<file path="src/rtl/timer_pkg.sv">
// Shared types and default sizes for the capture timer bank.
package timer_pkg;

  typedef enum logic [1:0] {IDLE, RUN, DONE} timer_state_t;

  localparam int unsigned TIMER_BITWIDTH_DEF = 32;
  localparam int unsigned NB_INTERFACES_DEF  = 10;

endpackage

</file>
<file path="src/rtl/timer_channel.sv">
// One capture timer channel: edge detect, run/done FSM, saturating counter,
// capture register and sticky compare alarm.
module timer_channel
  import timer_pkg::*;
#(
  parameter int unsigned TIMER_BITWIDTH = TIMER_BITWIDTH_DEF
) (
  input  logic                      clk,
  input  logic                      rst,
  input  logic                      rst_capture,
  input  logic                      start,
  input  logic                      capture,
  input  logic                      alarm_en,
  input  logic [TIMER_BITWIDTH-1:0] alarm,
  output logic [TIMER_BITWIDTH-1:0] counter,
  output logic [TIMER_BITWIDTH-1:0] captured,
  output logic                      captured_valid,
  output logic                      overflow,
  output logic                      alarm_out
);

  localparam logic [TIMER_BITWIDTH-1:0] ALL_ONES = '1;

  timer_state_t              state;
  logic                      start_q;
  logic                      capture_q;
  logic                      start_rise;
  logic                      capture_rise;
  logic                      at_max;
  logic                      alarm_hit;
  logic [TIMER_BITWIDTH-1:0] count_inc;

  assign start_rise   = start & ~start_q;
  assign capture_rise = capture & ~capture_q;
  assign at_max       = (counter == ALL_ONES);
  assign count_inc    = at_max ? ALL_ONES : counter + 1'b1;
  assign alarm_hit    = alarm_en & (state == RUN) & (counter == alarm);

  // Priority: rst_capture, then start rise, then capture rise, then counting.
  always_ff @(posedge clk or posedge rst) begin
    if (rst) begin
      state          <= IDLE;
      start_q        <= 1'b0;
      capture_q      <= 1'b0;
      counter        <= '0;
      captured       <= '0;
      captured_valid <= 1'b0;
      overflow       <= 1'b0;
      alarm_out      <= 1'b0;
    end else begin
      start_q   <= start;
      capture_q <= capture;
      if (rst_capture) begin
        state          <= IDLE;
        counter        <= '0;
        captured       <= '0;
        captured_valid <= 1'b0;
        overflow       <= 1'b0;
        alarm_out      <= 1'b0;
      end else if (start_rise) begin
        state          <= RUN;
        counter        <= '0;
        captured_valid <= 1'b0;
        overflow       <= 1'b0;
        alarm_out      <= 1'b0;
      end else begin
        alarm_out <= alarm_en & (alarm_out | alarm_hit);
        case (state)
          RUN: begin
            if (capture_rise) begin
              // The capture edge itself counts as one more clock of width.
              captured       <= count_inc;
              captured_valid <= 1'b1;
              state          <= DONE;
            end else if (at_max) begin
              overflow <= 1'b1;
            end else begin
              counter <= count_inc;
            end
          end
          default: begin
          end
        endcase
      end
    end
  end

endmodule

</file>
<file path="src/rtl/capture_timer_bank.sv">
// Bank of independent capture timer channels on flattened per-channel buses.
module capture_timer_bank
  import timer_pkg::*;
#(
  parameter int unsigned TIMER_BITWIDTH = TIMER_BITWIDTH_DEF,
  parameter int unsigned NB_INTERFACES  = NB_INTERFACES_DEF
) (
  input  logic                                  clk,
  input  logic                                  rst,
  input  logic [NB_INTERFACES-1:0]              rst_capture,
  input  logic [NB_INTERFACES-1:0]              start,
  input  logic [NB_INTERFACES-1:0]              capture,
  input  logic [NB_INTERFACES-1:0]              alarm_en,
  input  logic [TIMER_BITWIDTH*NB_INTERFACES-1:0] alarm,
  output logic [TIMER_BITWIDTH*NB_INTERFACES-1:0] counter,
  output logic [TIMER_BITWIDTH*NB_INTERFACES-1:0] captured,
  output logic [NB_INTERFACES-1:0]              captured_valid,
  output logic [NB_INTERFACES-1:0]              overflow,
  output logic [NB_INTERFACES-1:0]              alarm_out
);

  for (genvar i = 0; i < NB_INTERFACES; i++) begin : g_ch
    timer_channel #(
      .TIMER_BITWIDTH(TIMER_BITWIDTH)
    ) u_channel (
      .clk            (clk),
      .rst            (rst),
      .rst_capture    (rst_capture[i]),
      .start          (start[i]),
      .capture        (capture[i]),
      .alarm_en       (alarm_en[i]),
      .alarm          (alarm[i*TIMER_BITWIDTH +: TIMER_BITWIDTH]),
      .counter        (counter[i*TIMER_BITWIDTH +: TIMER_BITWIDTH]),
      .captured       (captured[i*TIMER_BITWIDTH +: TIMER_BITWIDTH]),
      .captured_valid (captured_valid[i]),
      .overflow       (overflow[i]),
      .alarm_out      (alarm_out[i])
    );
  end

endmodule
</file>
<file path="config.mk">
export PLATFORM = sky130hd
export DESIGN_NAME = capture_timer_bank
export DESIGN_NICKNAME = d
export VERILOG_FILES = /design/src/rtl/timer_pkg.sv /design/src/rtl/timer_channel.sv /design/src/rtl/capture_timer_bank.sv
export SDC_FILE = /design/constraint.sdc
export NUM_CORES = 2
export LEC_CHECK = 0
export CORE_AREA = 2 2 406 408
export CTS_BUF_LIST = sky130_fd_sc_hd__clkbuf_16
export DETAILED_ROUTE_END_ITERATION = 10
export DIE_AREA = 0 0 408 410
export PLACE_DENSITY = 0.55
export RECOVER_POWER = 100
export SYNTH_ARGS = -nofsm -noshare
export SYNTH_HDL_FRONTEND = slang
export SYNTH_SLANG_ARGS = --single-unit
</file>
<file path="constraint.sdc">
create_clock -name clk -period 24.1 [get_ports clk]
set_input_delay 2.41 -clock clk [delete_from_list [all_inputs] [get_ports clk]]
set_output_delay 2.41 -clock clk [all_outputs]
set_load 0.05 [all_outputs]
</file>
Word-level counts from Yosys, hierarchy flattened

Cells that the tools add are included.

Bits in registers: 710
Bits of input ports: 362
Output and inout port bits: 670
Logic and storage cells: 570

Add/sub/neg operators: 10
Eq/ne operators: 60
Multiplexer cells: 250
Bitwise gates (word level): 80
Reduce and logical (&&, ||, !) cells: 90

Operators with widths:

| operator              | number |
|---|---|
| $mux 32               | 100 |
| $add 32x1->32 const B | 10 |
| $eq 32x32->1          | 10 |
| $eq 32x32->1 const B  | 10 |
| $mux 1                | 110 |
| $reduce_and 3->1      | 30 |
| $reduce_bool 3->1     | 30 |
| $mux 2                | 40 |
| $ne 3x2->1 const B    | 20 |
| $and 1x1->1           | 50 |
| $reduce_bool 2->1     | 20 |
| $eq 2x1->1 const B    | 10 |
| $ne 2x2->1 const B    | 10 |
| $not 1->1             | 20 |
| $reduce_and 2->1      | 10 |
| $or 1x1->1            | 10 |

Longest topological paths before layout

Depth after elaboration: 7
Gate-level depth with buffers: 10
Depth with buffers taken out: 7

Cells and area by module

A second synthesis with hierarchy kept.

Cell total of the unflattened synthesis: 4,682
Area total of the unflattened synthesis: 42,085.4 sq um

Modules (own cells, without submodules):

| module                                | times used | cells each | area each (sq um) | seq. area each (sq um) |
|---|---|---|---|---|
| timer_channel (g_ch[0].u_channel ...) | 8          | 469        | 4,209.0           | 1,751.7 |
| timer_channel (g_ch[8].u_channel ...) | 2          | 465        | 4,206.5           | 1,751.7 |

Least setup slack after synthesis

No wires, ideal clock.

Path kind: in2reg
From: input port start[6]
To: register g_ch[6].u_channel.captured[10]
Library setup time: 142 ps
Arrival: 3,935 ps
Required time: 23,958 ps
Path slack: 20,023 ps
Stages: 6
Path buffers: 2
Cell sequence: nor2b_1 > or3_1 > clkbuf_1 > a21oi_1 > clkbuf_1 > a211oi_1

Word-level cells in the longest chain between the ends: 3

Ends and longest elaborated chain:

| element                    | line                     | text |
|---|---|---|
| start: declaration         | capture_timer_bank.sv:11 | `input logic [NB_INTERFACES-1:0] start,` |
| $and 1x1->1                | timer_channel.sv:33      | `assign start_rise = start & ~start_q;` |
| $ne 2x2->1 (no line)       | --                       |  |
| $reduce_and 3->1 (no line) | --                       |  |
| end signal: assignment     | timer_channel.sv:72      | `captured <= count_inc;` |
| end: declaration           | timer_channel.sv:16      | `output logic [TIMER_BITWIDTH-1:0] captured,` |

Every way passes these cells.
A chain may end at the register's enable or synchronous reset.

==> summary.md <==
| Metric | Value |
|---|---|
| First-pass GRT wire length | 270 mm |
| Setup-failing EPs final | 0 |
| Row count | 149 |
| Top Usage Layer GRT | met2 |
| Yosys warns | 0 |
| Fin Hold WS | 0.457 ns |
| Initial antenna violation count | 22 |
| Cell Pwr Density | 50.4 mW/mm^2 |
| Max Cap Violations | 22 |
| Largest net degree at the start of global routing | 147 |
| Detailed placement HPWL | 148 mm |
| Fin. Hold Viols | 0 |
| Drt wl/cell | 25.2 um |
| Total Routing Usage GR | 0.218 |
| Boundary Pins | 1032 |
| Starting Density | 0.244 |
| Mean post-synth cell area | 8.90 um^2 |
| Final #Nets | 5619 |
| Skew final | 0.0385 ns |
| Via-to-Cell Ratio | 4.95 |
| Most frequent cells in the layout | 700 x dfrtp_1, 698 x dlygate4sd3_1, 532 x xor2_1 |
| DR iter-0 viols | 2969 |
| Core area | 0.163 mm^2 |
| Gpl congestion | 0.922 |
| Gr ovfl total | 0 |
| Post-route minimum period | 12.07 ns |
| Path type of the worst min-delay path | flop to flop |
| Crit share post-route | 0.501 |
| Layout cells sized above 1 | 0.0395 |
| Grt met1 use | 0.266 |
| Fmax | 82.9 MHz |
| Slew margin rel. | -2.40 |
| Skew-Pair Late Insertion Delay | 0.70 ns |
| Status | complete, but fails checks |
| Mapped cell area | 0.0398 mm^2 |
| Drt pass-1 iters | 5 |
| Met2 Usage GRT | 0.371 |
| Crit start category | input pin |
| Die Y | 410 um |
| H-tree depth | 3 |
| Worst-Margin Slew | 5.08 ns |
| Via count | 37148 |
| Final cell count without fillers | 7512 |
| Commonest non-fill, non-tap cell in the layout | dfrtp_1 |
| CP Data Arrival Time | 12.78 ns |
| RSZ-0062 raised after global routing | false |
| Failing checks | capacitance limit, slew limit |
| Storage cell area | 0.0175 mm^2 |
| Antenna-violating nets left | 0 |
| Leak pwr | 24.8 nW |
| Post-synth EDFFs | 0 |
| Routed WL | 189 mm |
| Setup TNS | 0 ns |
| Syn Inst Count | 4477 |
| Final core occ | 0.333 |
| Met3 Use GR | 0.0534 |
| R2r setup slk | 19.98 ns |
| Max rail drop VDD | 0.0574 mV |
| Final Slew Violations | 963 |
| Post-CTS resize count | 0 |
| Total CTS buffers | 87 |
| Layout area overhead | 36.8% |
| CTS tree | yes |
| Multi-input logic area | 0.0205 mm^2 |
| # placed instances | 7347 |
| Crit path required time | 24.81 ns |
| CTS clk-pin slew, worst paths | 0.06 ns |
| Synth Net Count | 4849 |
| Residual DRC count | 0 |
| CTS hold repair buffers | 0 |
| CTS root buf | clkbuf_16 |
| Die area | 0.167 mm^2 |
| Worst Setup End Kind | async pin |
| Vias in the first global route | 36299 |
| Port Buf Inserts | 1031 |
| Main flop type after synthesis | dfrtp_1 |
| Fillers | 17083 |
| Crit Path Category | input pin to async pin |
| Postcts setup bufs | 0 |
| PnR Total Power | 2.74 mW |
| Clock Sinks | 700 |
| Deepest clock path buffer count | 3 |
| Synthesized flop and latch total | 700 |
| Distinct cells, synth | 74 |
| Sequential element share of the synthesized area | 0.440 |
| Die X | 408 um |
| CP Max Fanout | 110 |
| Post-synth ARST share | 1.00 |
==> synth_stat cells (all sizes together), types with 43 or more instances <==
cell type	n	area, um^2
nand4	124	788
nor4	128	832
buf	104	602
a21oi	136	681
o21ai	220	1100
xnor2	278	2430
nor2	489	1840
nor3	157	817
or3	61	382
dfrtp	700	17500
nand3	222	1120
a211oi	55	418
clkbuf	309	1160
xor2	532	4660
nand2b	43	269
nand2	471	1770
and3	73	457
==> critical path, stage by stage <==
cell and delay [ns]:
dlygate4sd3_1 0.54, clkinvlp_2 2.82, clkbuf_1 2.50, clkbuf_1 2.53
buf_4 0.97, buf_4 0.76
==> state kept, by name, summed over array words and instances, names as in the netlist <==
name and cells:
g_ch.u_channel.alarm_out 10, g_ch.u_channel.capture_q 10, g_ch.u_channel.captured 320, g_ch.u_channel.captured_valid 6, g_ch.u_channel.counter 320, g_ch.u_channel.overflow 10
g_ch.u_channel.start_q 10, g_ch.u_channel.state 14
==> final timing paths <==
check / from / end / depth (start not counted)
max: rst / g_ch[2].u_channel.captured[28] / 6
min: g_ch[3].u_channel.captured[6] / g_ch[3].u_channel.captured[6] / 2
max reg2reg: g_ch[5].u_channel.captured_valid / g_ch[5].u_channel.captured[14] / 4
min reg2reg: g_ch[3].u_channel.captured[6] / g_ch[3].u_channel.captured[6] / 2
max in group clk: capture[5] / g_ch[5].u_channel.captured[14] / 5
min in group asynchronous: rst / g_ch[3].u_channel.captured[4] / 2
==> cell families after synthesis <==
logic type,share of synthesized area
XOR/XNOR,0.178
AO/OA/AOI/OAI,0.0926
multiplexers,0.00412
flip-flops,0.440
buffers and inverters,0.0466
AND/OR/NAND/NOR,0.236
adder cells (fa/ha/maj),0.00314
==> through the flow <==
| stage | area (um^2) | worst slack (ns) |
|---|---|---|
| after floorplan | 39800 | 2.06 |
| after global placement | 51700 | 17.14 |
| after detailed placement | 51700 | 17.11 |
| after CTS | 54600 | 17.89 |
| after global routing | 54500 | 10.10 |
| final | 54500 | 12.03 |
==> metal layers <==
| metal | vias to the layer above | part of all wire |
|---|---|---|
| met3 | 285 | 0.078 |
| met5 | - | 0.00019 |
| li1 | 16853 | - |
| met1 | 18567 | 0.40 |
| met4 | 6 | 0.042 |
| met2 | 1437 | 0.48 |
==> where the power goes <==
part           internal [mW]  switching [mW]  total (mW)
clock                  0.774           0.559        1.33
combinational         0.0830           0.137       0.219
sequential              1.18         0.00758        1.19
total                   2.04           0.703        2.74
==> layout make-up <==
type,instances,area share
clock buffer,88,0.0404
tap,2189,0.0503
multi-input combinational,3340,0.377
antenna,8,0.000368
clock inverter,69,0.0124
inverter,24,0.00168
timing repair buffer,1094,0.196
sequential,700,0.322
(Power assumes the default switching activity.)
